File: src/rtl/lii_out_arbiter.sv
// Round-robin arbiter sharing one LII phy output channel between N kernel streams.
// A grant lasts one packet or MAX_BURST beats; the output side is a one-entry registered buffer.
module lii_out_arbiter #(
    parameter int N         = 4,
    parameter int PW        = 64,
    parameter int MAX_BURST = 16,
    parameter int SRC_BASE  = 0
) (
    input  logic                                aclk,
    input  logic                                arst,
    input  logic [N*PW-1:0]                     req_tdata,
    input  logic [N-1:0]                        req_tvalid,
    output logic [N-1:0]                        req_tready,
    input  logic [N-1:0]                        req_tlast,
    input  logic [N*8-1:0]                      req_dst,
    output logic [PW-1:0]                       lii_out_tdata,
    output logic                                lii_out_tvalid,
    input  logic                                lii_out_tready,
    output logic [7:0]                          lii_out_src,
    output logic [7:0]                          lii_out_dst,
    output logic [((N > 1) ? $clog2(N) : 1)-1:0] grant_idx,
    output logic                                busy
);

    localparam int GW = (N > 1) ? $clog2(N) : 1;
    localparam int BW = $clog2(MAX_BURST + 1);
    localparam logic [BW-1:0] LAST_CNT = BW'(MAX_BURST - 1);

    typedef enum logic {IDLE, GRANT} state_t;

    state_t        state;
    logic [GW-1:0] rr_ptr;
    logic [BW-1:0] beat_cnt;
    logic [GW-1:0] pick;
    logic [GW-1:0] idx;
    logic          any_req;
    logic          can_accept;
    logic          xfer;
    logic          release_now;

    assign can_accept  = !lii_out_tvalid || lii_out_tready;
    assign xfer        = (state == GRANT) && req_tvalid[grant_idx] && can_accept;
    assign release_now = xfer && (req_tlast[grant_idx] || beat_cnt == LAST_CNT);
    assign busy        = (state == GRANT);

    // Ready is withheld during reset so no requester sees a handshake that gets discarded.
    always_comb begin
        req_tready = '0;
        if (state == GRANT && !arst)
            req_tready[grant_idx] = can_accept;
    end

    // Scan rr_ptr+1, rr_ptr+2, ... so the previous owner is considered last.
    always_comb begin
        pick    = rr_ptr;
        any_req = 1'b0;
        idx     = '0;
        for (int k = 1; k <= N; k++) begin
            idx = GW'((int'(rr_ptr) + k) % N);
            if (!any_req && req_tvalid[idx]) begin
                pick    = idx;
                any_req = 1'b1;
            end
        end
    end

    always_ff @(posedge aclk) begin
        if (arst) begin
            state          <= IDLE;
            rr_ptr         <= GW'(N - 1);
            beat_cnt       <= '0;
            grant_idx      <= '0;
            lii_out_tvalid <= 1'b0;
            lii_out_tdata  <= '0;
            lii_out_src    <= '0;
            lii_out_dst    <= '0;
        end else begin
            if (xfer) begin
                lii_out_tvalid <= 1'b1;
                lii_out_tdata  <= req_tdata[int'(grant_idx)*PW +: PW];
                lii_out_src    <= 8'(SRC_BASE) + 8'(grant_idx);
                lii_out_dst    <= req_dst[int'(grant_idx)*8 +: 8];
            end else if (lii_out_tready) begin
                lii_out_tvalid <= 1'b0;
            end

            case (state)
                IDLE: begin
                    if (any_req) begin
                        state     <= GRANT;
                        grant_idx <= pick;
                        beat_cnt  <= '0;
                    end
                end
                GRANT: begin
                    if (release_now) begin
                        state    <= IDLE;
                        rr_ptr   <= grant_idx;
                        beat_cnt <= '0;
                    end else if (xfer) begin
                        beat_cnt <= beat_cnt + BW'(1);
                    end
                end
                default: state <= IDLE;
            endcase
        end
    end

endmodule
File: config.mk
export PLATFORM = sky130hd
export DESIGN_NAME = lii_out_arbiter
export DESIGN_NICKNAME = d
export VERILOG_FILES = /design/src/rtl/lii_out_arbiter.sv
export SDC_FILE = /design/constraint.sdc
export NUM_CORES = 1
export LEC_CHECK = 0
export CAP_MARGIN = 20
export CORE_AREA = 2 2 150 152
export DETAILED_ROUTE_END_ITERATION = 8
export DIE_AREA = 0 0 152 154
export HOLD_SLACK_MARGIN = 0.06
export SLEW_MARGIN = 25
export SYNTH_ARGS = -nofsm -noshare
export SYNTH_HDL_FRONTEND = slang
export SYNTH_SLANG_ARGS = --single-unit
File: constraint.sdc
create_clock -name aclk -period 2.8 [get_ports aclk]
set_clock_uncertainty 0.1 [all_clocks]
set_input_delay 0.56 -clock aclk [delete_from_list [all_inputs] [get_ports aclk]]
set_output_delay 0.56 -clock aclk [all_outputs]
set_load 0.02 [all_outputs]
# After elaboration in Yosys (flattened, before gate mapping)
# Cells that the tools add are included.
dict set report classes {
  shifts 2
  magnitude_cmp 6
  n_reduce_logical 19
  multipliers 0
  n_eq_ne 3
  n_addsub 5
  div_mod_pow 0
  muxes 32
  bitwise_logic 2
}
# cell n
set op_table {}
lappend op_table {{variable part select 256 x 9 -> 64 bit} 1}
lappend op_table {{variable part select 32 x 6 -> 8 bit} 1}
lappend op_table {{less-than comparator 2 x 3 -> 1 bit (second input constant)} 5}
lappend op_table {{2-to-1 mux 1 bit} 15}
lappend op_table {{2-to-1 mux 5 bit} 3}
lappend op_table {{binary-select mux 1 bit (select 2 bit)} 6}
lappend op_table {{case mux 5 bit (2 select lines)} 1}
lappend op_table {{logical AND 1 bit} 8}
lappend op_table {{2-to-1 mux 2 bit} 4}
lappend op_table {{AND reduction 2 bit} 3}
lappend op_table {{adder 5 x 1 -> 5 bit (second input constant)} 1}
lappend op_table {{== test 5 x 4 -> 1 bit (second input constant)} 1}
lappend op_table {{logical NOT 1 bit} 5}
lappend op_table {{adder 2 x 1 -> 2 bit (second input constant)} 2}
lappend op_table {{adder 2 bit (second input constant)} 2}
lappend op_table {{bitwise AND 4 bit} 1}
lappend op_table {{2-to-1 mux 4 bit} 1}
lappend op_table {{inequality test 3 x 1 -> 1 bit (second input constant)} 1}
lappend op_table {{demux 1 bit (select 2 bit)} 1}
lappend op_table {{>= comparator 2 x 1 -> 1 bit (second input constant)} 1}
lappend op_table {{logical OR 1 bit} 2}
lappend op_table {{inequality test 2 bit (second input constant)} 1}
lappend op_table {{case mux 1 bit (2 select lines)} 1}
lappend op_table {{nonzero test 2 bit} 1}
lappend op_table {{NOT 1 bit} 1}
dict set report totals {
  ff_bits 85
  elab_cells 77
  mem_bits_ro 0
  mem_bits_rw 0
  out_inout_bits 88
  input_bits 299
  latch_bits 0
  n_memories 0
}

# Depth between registers and ports, before layout
# Gate-level depths: netlist of the first run.
dict set report logic_depth {
  depth_word 15
  depth_mapped 8
  ltp_nobuf 6
}

# Worst setup path before layout of the first run
# OpenSTA, ideal clock, no wires.
dict set report synth_timing {
  path_type {register -> output}
  start {register grant_idx[1] in the netlist's numbering}
  end {output port req_tready[2]}
  setup_slack_ns 0.396
  n_path_buf 2
  stages_incl_launch_ff 5
  arrival_ns 1.744
  required_ns 2.140
  cell_sequence {dfxtp_1 buf_6 clkbuf_1 inv_1 nor4_1}
}
dict set report synth_between {
  elab_chain_len 6
  elab_cells_between_ends 7
}
# element line_no
set synth_lines {}
lappend synth_lines {{start: declaration} 21} ;# output logic [((N > 1) ? $clog2(N) : 1)-1:0] grant_idx,
lappend synth_lines {{start signal: assignment} 91} ;# grant_idx <= pick;
lappend synth_lines {{less-than comparator 2 x 3 -> 1 bit (not written as such) or >= comparator 2 x 1 -> 1 bit (tied branches)} 50} ;# req_tready[grant_idx] = can_accept;
lappend synth_lines {{logical AND 1 bit (not written as such)} 50}
lappend synth_lines {{2-to-1 mux 1 bit (not written as such)} 50}
lappend synth_lines {{demux 1 bit (select 2 bit) (*)} 50}
lappend synth_lines {{bitwise AND 4 bit (no line) (*)} -}
lappend synth_lines {{2-to-1 mux 4 bit (*)} 49} ;# if (state == GRANT && !arst)
lappend synth_lines {{end: declaration} 13} ;# output logic [N-1:0] req_tready,
# Mark *: on every way between the ends. The rest lies on a longest branch, timed or not.

# Worst setup path in the final report of the first run
dict set report layout_timing {
  start {input port lii_out_tready}
  end {output port req_tready[1]}
}
dict set report layout_between {
  elab_chain_len 3
}
# element line_no
set layout_lines {}
lappend layout_lines {{start: declaration} 18} ;# input logic lii_out_tready,
lappend layout_lines {{logical OR 1 bit} 41} ;# assign can_accept = !lii_out_tvalid || lii_out_tready;
lappend layout_lines {{bitwise AND 4 bit (no line)} -}
lappend layout_lines {{2-to-1 mux 4 bit} 49}
# Every way passes these cells.

==> results of run 1 <==
-- per-layer routing --
layer / wire length [um] / track usage [%] / vias up
met5: 14 / 0 / -
met4: 364 / 5.830 / 2
li1: - / - / 2529
met1: 7743 / 18.63 / 2476
met3: 1744 / 5.355 / 19
met2: 10240 / 29.34 / 250
-- sequential cells by signal, indices dropped and copies added, names as in the netlist --
| name | flops |
|---|---|
| grant_idx | 2 |
| beat_cnt | 5 |
| rr_ptr | 2 |
| lii_out_src | 2 |
| lii_out_tdata | 64 |
| busy | 1 |
| lii_out_tvalid | 1 |
| lii_out_dst | 8 |
-- worst max-delay path by stage --
stage	to	slack (ns)	cells after the start
4_1_cts	req_tready[2]	0.03	5
6_report	req_tready[1]	0.09	5
3_5_place_dp	req_tready[2]	0.03	5
5_1_grt	req_tready[1]	0.01	5
3_3_place_gp	req_tready[0]	0.09	5
2_1_floorplan	req_tready[2]	0.40	4
-- through the flow --
stage	std cells	util, %	power (W)
3_5_place_dp	1125	41.74	0.002854
2_1_floorplan	504	-	0.002104
5_1_grt	1142	43.27	0.004307
4_1_cts	1141	43.22	0.004171
6_report	1143	43.28	0.004092
3_3_place_gp	1125	41.74	0.002845
-- power by group --
part           internal (W)  leakage (nW)  switching [W]
clock network      0.000768         0.151       0.000519
registers           0.00131         0.695      0.0000597
logic              0.000859          2.39       0.000580
-- cells by family after synthesis --
logic type      count (synthesis)  share of synthesized area, %
flops                          85                         34.01
simple gates                  180                         14.90
compound gates                 94                         10.15
buf+inv                        60                         6.426
fa+ha+maj                       2                        0.5000
mux                            77                         33.93
other cells                     1                       0.07495
-- layout by cell type, fill, tap and decap left out, types with 2 or more instances in the layout --
cell	n
a211o_1	2
a21oi_1	82
a31oi_1	2
buf_12	4
buf_4	12
clkbuf_16	9
clkbuf_8	3
clkdlybuf4s50_1	376
clkinvlp_4	2
conb_1	6
dfxtp_1	83
dfxtp_4	2
diode_2	2
dlymetal6s2s_1	3
ha_1	2
inv_1	6
mux2i_1	2
mux4_2	74
nand2_1	151
nand3_1	6
nand4_1	4
nand4b_1	3
nor2_1	3
nor4_1	5
o221ai_1	2
-- worst min-delay path, cell delays in order (launching register included) --
cell and delay [ns]:
dfxtp_1 0.31, nand2_1 0.05, a21oi_1 0.05
-- layout make-up --
type	instances	area [um2]	share of cell area, %
timing repair buffer	395	3971	42.31
multi-input combinational	359	3008	32.04
sequential	85	1709	18.21
tap	280	350.3	3.732
clock buffer	12	266.5	2.839
clock inverter	4	53.80	0.5732
inverter	6	22.52	0.2399
antenna	2	5.005	0.05332
-- timing repair --
action | 4_1_cts | 5_1_grt
resized for setup | 0 | 3
endpoints found under the hold margin | 0 | 0
setup endpoints to repair | 0 | 3
==> run_results.csv, run 1 <==
group,metric,value,unit
critical_path,crit_arrival,2.05,ns
global_routing,grt_usage,16.53,%
synthesis,synth_top_area_cell,"dfxtp_1",
cts,cts.sinks,85,
synthesis,ys_ff_latch,85,
floorplan,die_w,152,um
final_layout,drive_above_1_share,13.24,%
drt,vias,5276,
sta,fmax,0.3688,GHz
drt,routed_wl,20100,um
global_routing,grt-ovfl-total,0,
floorplan,rows,54,
sta,slew_headroom,35.00,%
worst_hold_path,hp-class,"reg -> reg",
cts,cts_tree,"built",
critical_path,cpPeakStageDelay,0.64,ns
synthesis,synth_area_leaders,"dfxtp_1, mux4_2, nand2_1",
drt,drc,0,
final_layout,fillers,2102,
worst_hold_path,hp-start,"lii_out_tdata[2]$_SDFFE_PP0P_",
critical_path,cp-start-kind,"input pin",
critical_path,crit_start,"lii_out_tready",
run,max-cap-violations,0,
pwr,vdd_ir_drop_max,0.2507,mV
pwr,powerDensity,435.9,nW/um2
sta,finalSetupTns,0,ns
critical_path,worstReg2RegEnd,"rr_ptr[1]$_SDFFE_PP1P_",
status,status,"finished, final reports clean",
global_routing,grt_pass1_wl,30270,um
sta,grt_setup_unrepaired,"no",
synthesis,synth_edf_count,0,
placed_design,gp_congestion,0.7680,
drt,dr.pass1.iters,4,
critical_path,r2r_slack,0.74,ns
sta,timing.final.crit_period,2.711,ns
sta,drv_slew,0,
floorplan,die_y,154,um
final_layout,postLayoutCellArea,9387,um2
synthesis,synth_warnings,0,
cts,hold_buffers,0,
synthesis,synth_top_area_share,34.01,%
synthesis,yosys_most_used_dff,"dfxtp_1",
synthesis,ys_types,34,
cts,clk_latency,0.34,ns
final_layout,syn_to_final_growth,87.60,%
critical_path,cp-end-kind,"output pin",
floorplan,dieArea,23410,um2
synthesis,synthTopCellsByCount,"nand2_1, dfxtp_1, a21oi_1",
synthesis,yosysMostFrequentCell,"nand2_1",
placed_design,dpl_worst_slack,0.02573,ns
critical_path,crit_path_top_delay_cell,"clkdlybuf4s50_1",
sta,holdWs,0.3521,ns
global_routing,grt_max_degree,86,
placed_design,placed_area,9054,um2
synthesis,synth-async-reset-ratio,0,%
critical_path,crit_chain,"clkdlybuf4s50_1 -> nand2b_1 -> nand2_1 -> nor4_1 -> clkdlybuf4s50_1",
cts,htree_levels,3,
cts,root_buffer,"clkbuf_16",
critical_path,crit_family,"buffers and inverters",
critical_path,critPathBufInv,2,
critical_path,reg2regPathDepth,4,
cts,cts_buffers,9,
synthesis,synthesis.instances,499,
critical_path,r2r_start,"grant_idx[0]$_SDFFE_PP0P_",
pwr,p_leak,3.240,nW
drt,ant_nets,0,
critical_path,required,2.14,ns
critical_path,crit_type,"in -> out",
worst_hold_path,whs_path_depth,2,
sta,finalCritPeriodShare,96.83,%
cts,clk_pin_slew,0.06,ns
synthesis,syn_area_per_cell,10.03,um2
placed_design,hpwl,15810,um
global_routing,grt_antenna_before_repair,3,
critical_path,crit_fanout,5,
floorplan,ios,387,
sta,finalHoldViolCount,0,
synthesis,ys_seq_area_share,34.01,%
worst_hold_path,hold_end,"lii_out_tdata[2]$_SDFFE_PP0P_",
sta,setup_viol,0,
cts,postCtsSetupBuffers,0,
floorplan,core_area,21690,um2
final_layout,nets,1157,
drt,vias_per_cell,4.616,
global_routing,grt_pass1_vias,5357,
drt,drt_iter0_drc,170,
sta,finalWorstSetupSlack,0.08884,ns
placed_design,io_buffers,380,
floorplan,initial_core_util,23.07,%
cts,cts_buffer_depth,2,
synthesis,synthesis.area,5004,um2
drt,post_drt_wl_per_cell,17.59,um
sta,worst_pin_slew,0.9751,ns
critical_path,cp_common_cell,"clkdlybuf4s50_1",
Power figures use the tool's default switching activity.
==> run 2, diff against run 1 <==
SKIP_CTS_REPAIR_TIMING = 1   (was unset)
==> results of run 2 <==
Final layout, timing and power as in run 1 (identical DEF).
